==> src/rtl/irda_mir_rx_dpll.sv <==
// ---------------------------------------------------------------------------
// irda_mir_rx_dpll
//
// MIR (1.152 Mb/s) receive front end. Synchronizes the raw IR transceiver
// pulse input, recovers bit-cell timing with a digital phase-locked counter
// and turns pulse / no-pulse cells into the NRZ bit stream plus a per-bit
// strobe for the MIR receiver.
//
// Parameters
//   CLKS_PER_BIT : clk cycles per bit cell (N), multiple of 4, 8..32
//   PH_W         : phase counter width, 2**PH_W >= CLKS_PER_BIT
//   IDLE_CELLS   : consecutive pulse-free cells before lock is dropped, 1..15
//
// Ports
//   clk              : system clock, N x bit rate
//   wb_rst_i         : asynchronous active-high reset
//   rx_pad_i         : raw IR receiver output (asynchronous, active-high)
//   mir_rx_en        : receive path enable, low holds the block idle
//   rx_o             : recovered bit, 0 = pulse in cell, held between strobes
//   mir_rxbit_enable : one-clk strobe per bit cell
//   mir_dpll_locked  : phase aligned to incoming pulses
//
// Build option
//   IRDA_MIR_RX_GLITCH_FILTER_EN : adds a third sync stage so that pad
//   pulses shorter than 2 clk are ignored (pad-to-rise latency 3 clk).
// ---------------------------------------------------------------------------
module irda_mir_rx_dpll #(
  parameter int unsigned CLKS_PER_BIT = 16,
  parameter int unsigned PH_W         = 5,
  parameter int unsigned IDLE_CELLS   = 8
) (
  input  logic clk,
  input  logic wb_rst_i,
  input  logic rx_pad_i,
  input  logic mir_rx_en,
  output logic rx_o,
  output logic mir_rxbit_enable,
  output logic mir_dpll_locked
);

  localparam logic [PH_W-1:0] PH_T    = PH_W'(CLKS_PER_BIT / 4);
  localparam logic [PH_W-1:0] PH_LAST = PH_W'(CLKS_PER_BIT - 1);
  localparam logic [PH_W-1:0] PH_PEN  = PH_W'(CLKS_PER_BIT - 2);
  localparam logic [3:0]      IDLE_MAX = 4'(IDLE_CELLS);

  typedef enum logic {
    ST_UNLOCKED,
    ST_LOCKED
  } lock_state_e;

  // -------------------------------------------------------------------------
  // Pad synchronizer and rising-edge qualification
  // -------------------------------------------------------------------------
  logic r_sync1;
  logic r_s;
  logic r_s_d;
  logic w_rise;

`ifdef IRDA_MIR_RX_GLITCH_FILTER_EN
  logic r_s_d2;

  always_ff @(posedge clk or posedge wb_rst_i) begin
    if (wb_rst_i) begin
      r_sync1 <= 1'b0;
      r_s     <= 1'b0;
      r_s_d   <= 1'b0;
      r_s_d2  <= 1'b0;
    end else begin
      r_sync1 <= rx_pad_i;
      r_s     <= r_sync1;
      r_s_d   <= r_s;
      r_s_d2  <= r_s_d;
    end
  end

  // High for two consecutive samples after a low one.
  assign w_rise = r_s & r_s_d & ~r_s_d2;
`else
  always_ff @(posedge clk or posedge wb_rst_i) begin
    if (wb_rst_i) begin
      r_sync1 <= 1'b0;
      r_s     <= 1'b0;
      r_s_d   <= 1'b0;
    end else begin
      r_sync1 <= rx_pad_i;
      r_s     <= r_sync1;
      r_s_d   <= r_s;
    end
  end

  assign w_rise = r_s & ~r_s_d;
`endif

  // -------------------------------------------------------------------------
  // Lock state, phase counter, pulse flag and idle-cell counter
  // -------------------------------------------------------------------------
  lock_state_e     r_state;
  lock_state_e     w_state_nx;
  logic [PH_W-1:0] r_ph;
  logic [PH_W-1:0] w_ph_nx;
  logic            r_pf;
  logic            w_pf_nx;
  logic [3:0]      r_idle;
  logic [3:0]      w_idle_nx;
  logic            w_cell_end;
  logic            r_rx;
  logic            r_stb;

  // State register process.
  always_ff @(posedge clk or posedge wb_rst_i) begin
    if (wb_rst_i) begin
      r_state <= ST_UNLOCKED;
      r_ph    <= '0;
      r_pf    <= 1'b0;
      r_idle  <= '0;
      r_rx    <= 1'b1;
      r_stb   <= 1'b0;
    end else begin
      r_state <= w_state_nx;
      r_ph    <= w_ph_nx;
      r_pf    <= w_pf_nx;
      r_idle  <= w_idle_nx;
      r_stb   <= w_cell_end;
      if (!mir_rx_en) begin
        r_rx <= 1'b1;
      end else if (w_cell_end) begin
        r_rx <= ~w_pf_nx;
      end
    end
  end

  // Next-state process.
  // The cell-end bookkeeping is keyed on the phase being *entered* so that the
  // registered strobe and bit are presented during the ph = N-1 cycle itself.
  // A rise during that cycle therefore lands in the following cell.
  always_comb begin
    w_state_nx = r_state;
    w_ph_nx    = (r_ph == PH_LAST) ? '0 : r_ph + 1'b1;
    w_pf_nx    = (r_ph == PH_LAST) ? 1'b0 : r_pf;
    w_idle_nx  = r_idle;
    w_cell_end = 1'b0;

    if (w_rise) begin
      w_pf_nx = 1'b1;
      if (r_state == ST_UNLOCKED) begin
        // Hard align: treat this rise as the target phase.
        w_ph_nx    = PH_T + 1'b1;
        w_state_nx = ST_LOCKED;
        w_idle_nx  = '0;
      end else if ((r_ph != '0) && (r_ph < PH_PEN)) begin
        // At most one clk of correction per pulse; edges near the wrap are
        // left alone so the cell end is never skipped or repeated.
        if (r_ph < PH_T) begin
          w_ph_nx = r_ph + 2'd2;
        end else if (r_ph > PH_T) begin
          w_ph_nx = r_ph;
        end
      end
    end

    w_cell_end = (w_ph_nx == PH_LAST);

    if (w_cell_end) begin
      if (w_pf_nx) begin
        w_idle_nx = '0;
      end else if (r_idle != 4'hF) begin
        w_idle_nx = r_idle + 1'b1;
      end
      if (!w_pf_nx && (w_idle_nx >= IDLE_MAX)) begin
        w_state_nx = ST_UNLOCKED;
      end
    end

    // Disable overrides everything, including a coincident rise.
    if (!mir_rx_en) begin
      w_state_nx = ST_UNLOCKED;
      w_ph_nx    = '0;
      w_pf_nx    = 1'b0;
      w_idle_nx  = '0;
      w_cell_end = 1'b0;
    end
  end

  // Output process.
  always_comb begin
    rx_o             = r_rx;
    mir_rxbit_enable = r_stb;
    mir_dpll_locked  = (r_state == ST_LOCKED);
  end

endmodule

==> config.mk <==
export PLATFORM = sky130hd
export DESIGN_NAME = irda_mir_rx_dpll
export DESIGN_NICKNAME = d
export VERILOG_FILES = /design/src/rtl/irda_mir_rx_dpll.sv
export SDC_FILE = /design/constraint.sdc
export NUM_CORES = 1
export LEC_CHECK = 0
export CORE_MARGIN = 3
export CORE_UTILIZATION = 45
export CTS_BUF_LIST = sky130_fd_sc_hd__clkbuf_8
export CTS_CLUSTER_DIAMETER = 80
export DETAILED_ROUTE_END_ITERATION = 10
export PLACE_DENSITY = 0.66
export SYNTH_ARGS = -nofsm -noshare
export SYNTH_HDL_FRONTEND = slang
export SYNTH_SLANG_ARGS = --single-unit
==> constraint.sdc <==
create_clock -name clk -period 2.2 [get_ports clk]
set_input_delay 0.33 -clock clk [delete_from_list [all_inputs] [get_ports clk]]
set_output_delay 0.33 -clock clk [all_outputs]
set_load 0.02 [all_outputs]
==> impl_metrics.ini <==
[run_status]
status = complete, but fails checks
violations = setup timing

[timing]
rsz0062_at_grt = true
finalHoldViolCount = 0
layout_setup_ws_ns = -0.06112
setup_viol = 4
slew_viol_final = 0
tightest_slew_ns = 0.5897
maxSlewHeadroom_pct = 60.65
period_minus_slack_ns = 2.261
clock_skew_ns = 0.003447
fin_crit_sh_pct = 102.8
max_freq_mhz = 442.3

[floorplan]
initial_core_util_pct = 48.18
die-area_um2 = 3014
coreArea_um2 = 2233
die_height_um = 54.90
die_x_um = 54.90
pin_count = 7
row_count = 17

[placement]
placed_area_um2 = 1230
dp_hpwl_um = 1858
io_buffers = 6
gp_congestion = 0.8165

[run]
maxCapViolations = 0

[power]
leakagePower_nw = 0.6174
peakVddDrop_uv = 635.8
power_density_nw_per_um2 = 650.7
finalPower_mw = 0.8777

[synth]
async_flop_share_pct = 100.0
synth.distinct_cells = 46
synth-seq-cells = 16
yosys.area_share.simple_pct = 29.19
synthTopCellsByArea = dfrtp_1 35%, ha_1 5.8%, mux2i_1 4.7%, nand3_1 4.7%, nor2_1 3.5%
syn_area_per_cell_um2 = 9.276
syn_nets = 125
synth_top_family_by_area = simple AND/OR/NAND/NOR gates
yosys.area.top_type = dfrtp_1
synth_ff_type = dfrtp_1
syn_inst = 116
synth_compound_area_share_pct = 16.28
yosys.area_share.adder_pct = 5.814
synthMuxAreaShare_pct = 4.651
ys.warnings.count = 0
ys_seq_area_share_pct = 37.33
synth-edff-count = 0
synth_xor_area_share_pct = 0.8140
synth.cell_area_um2 = 1076
netlist.area_leader.share_pct = 34.88

[clocking]
numCtsBuffers = 3
cts_root_buffer = clkbuf_8
clkLatencyLatePin_ns = 0.25
clkTransAtPathRegs_ns = 0.06
cts_hold_buf = 0
htree_levels = 1
cts_tree = yes
cts.sinks = 16
cts_buffer_depth = 2

[layout]
diodes = 0
fin_util_pct = 60.39
drive_gt1_share_pct = 26.67
syn2layout_area_growth_pct = 25.35
fin_area_um2 = 1349
mostFrequentLayoutCells = 15 x dfrtp_1, 15 x buf_4, 10 x nor2_1, 10 x nand3_1, 7 x nand2_1
nets = 145

[detailed_routing]
ant_nets = 0
drc = 0
first_iter_violations = 20
finalWirelength_um = 2632
routed_via_density = 6.037
vias = 984
drtPass1Iterations = 4
wl_per_cell_um = 16.15

[critical_path]
reg2reg_depth = 8
cp-end-kind = flip-flop
path_max_fanout = 5
reg2reg_to = r_idle[3]$_DFF_PP0_
critical_path_buf_inv_count = 1
setup.worst_path.start_class = flip-flop
crit_type = reg -> reg
worstPathRequired_ns = 2.36
critPathTopFamily = simple AND/OR/NAND/NOR gates
r2r_setup_slack_ns = -0.06
arrival_ns = 2.42
crit_path_max_incr_delay_ns = 0.45
cpMaxStageDelayCell = or3_4
crit_chain = inv_2 -> ha_2 -> nand3b_4 -> a311o_1 -> o22ai_2 -> nand2_1 -> or3_4 -> mux2i_1
worstReg2RegStart = r_ph[1]$_DFF_PP0_

[grt]
track_usage_pct = 19.72
grt_antenna_before_repair = 0
grt_pass1_vias = 937
grt_max_degree = 17
grt_pass1_wl_um = 4160
grt_overflow = 0

[worst_hold_path]
hp-class = reg -> reg
hp-start = r_sync1$_DFF_PP0_
hold_depth = 0
min_to = r_s$_DFF_PP0_
worst max path at each step:
stage | from | endpoint | slack (ns) | cells after the start
finish | r_ph[1]$_DFF_PP0_ | r_idle[3]$_DFF_PP0_ | -0.06 | 8
global route | r_ph[1]$_DFF_PP0_ | r_idle[1]$_DFF_PP0_ | -0.11 | 8
CTS | r_ph[1]$_DFF_PP0_ | r_idle[3]$_DFF_PP0_ | -0.04 | 8
detailed placement | r_ph[1]$_DFF_PP0_ | r_idle[3]$_DFF_PP0_ | -0.16 | 8
global placement | r_ph[1]$_DFF_PP0_ | r_idle[2]$_DFF_PP0_ | -0.05 | 8
floorplan | r_ph[1]$_DFF_PP0_ | r_idle[2]$_DFF_PP0_ | 0.01 | 9
cell usage after synthesis, drive strengths merged, types with 2 or more instances:
cell type,number
a221oi,2
o2111ai,2
nand3b,4
o22ai,2
o211ai,2
nand2,7
nand2b,2
nor2b,3
nor3,3
mux2i,5
ha,5
a21boi,2
dfrtp,15
or3b,2
nand3,10
o21ai,2
nor3b,3
inv,6
a21oi,3
and2,2
buf,5
nor2,10
o211a,2
area by class of cell:
class / instances / area [um2]
Clock buffer: 4 / 55.05
Fill cell: 194 / 884.6
Inverter: 6 / 22.52
Multi-Input combinational cell: 88 / 661.9
Sequential cell: 16 / 401.6
Tap cell: 28 / 35.03
Timing Repair Buffer: 21 / 172.7
sequential cells by signal (all words and copies together), names as in the netlist:
name / count
r_pf: 1
mir_dpll_locked: 1
rx_o: 1
r_ph: 5
r_s_d: 1
r_sync1: 1
r_s: 1
r_idle: 4
mir_rxbit_enable: 1
metal layers:
layer  wire [um]  track usage [%]  up-vias  share of wire (%)
met2        1335            33.07       33                 51
li1            -                -      462                  -
met5           0                0        -                  0
met4          72            10.53        0                2.7
met1        1106            23.77      481                 42
met3         117            3.753        8                4.4
cell families after synthesis:
family,count (synthesis)
mux,5
fa+ha+maj,5
xor+xnor,1
simple gates,54
buf+inv,12
flops,16
compound gates,23
through the flow:
step / hold slack [ns] / worst slack, ns / TNS (ns) / std cells
finish: 0.3565 / -0.06112 / -0.1070 / 163
global route: 0.3786 / -0.1116 / -0.6010 / 163
CTS: 0.3592 / -0.04296 / -0.1077 / 163
detailed placement: 0.3363 / -0.1614 / -0.6501 / 157
global placement: 0.3395 / -0.05376 / -0.2159 / 157
floorplan: 0.2430 / 0.009972 / 0 / 116
where the power goes:
group | total [mW] | switching [mW] | internal (mW)
registers | 0.332 | 0.0201 | 0.312
clock network | 0.256 | 0.0974 | 0.159
logic | 0.289 | 0.147 | 0.142
what timing repair did:
item,in CTS,in global routing
setup endpoints to repair,7,7
setup buffers,2,0
gates resized for setup,5,6
pin swaps,2,5
Note: power is estimated with default switching activity, not from simulation.
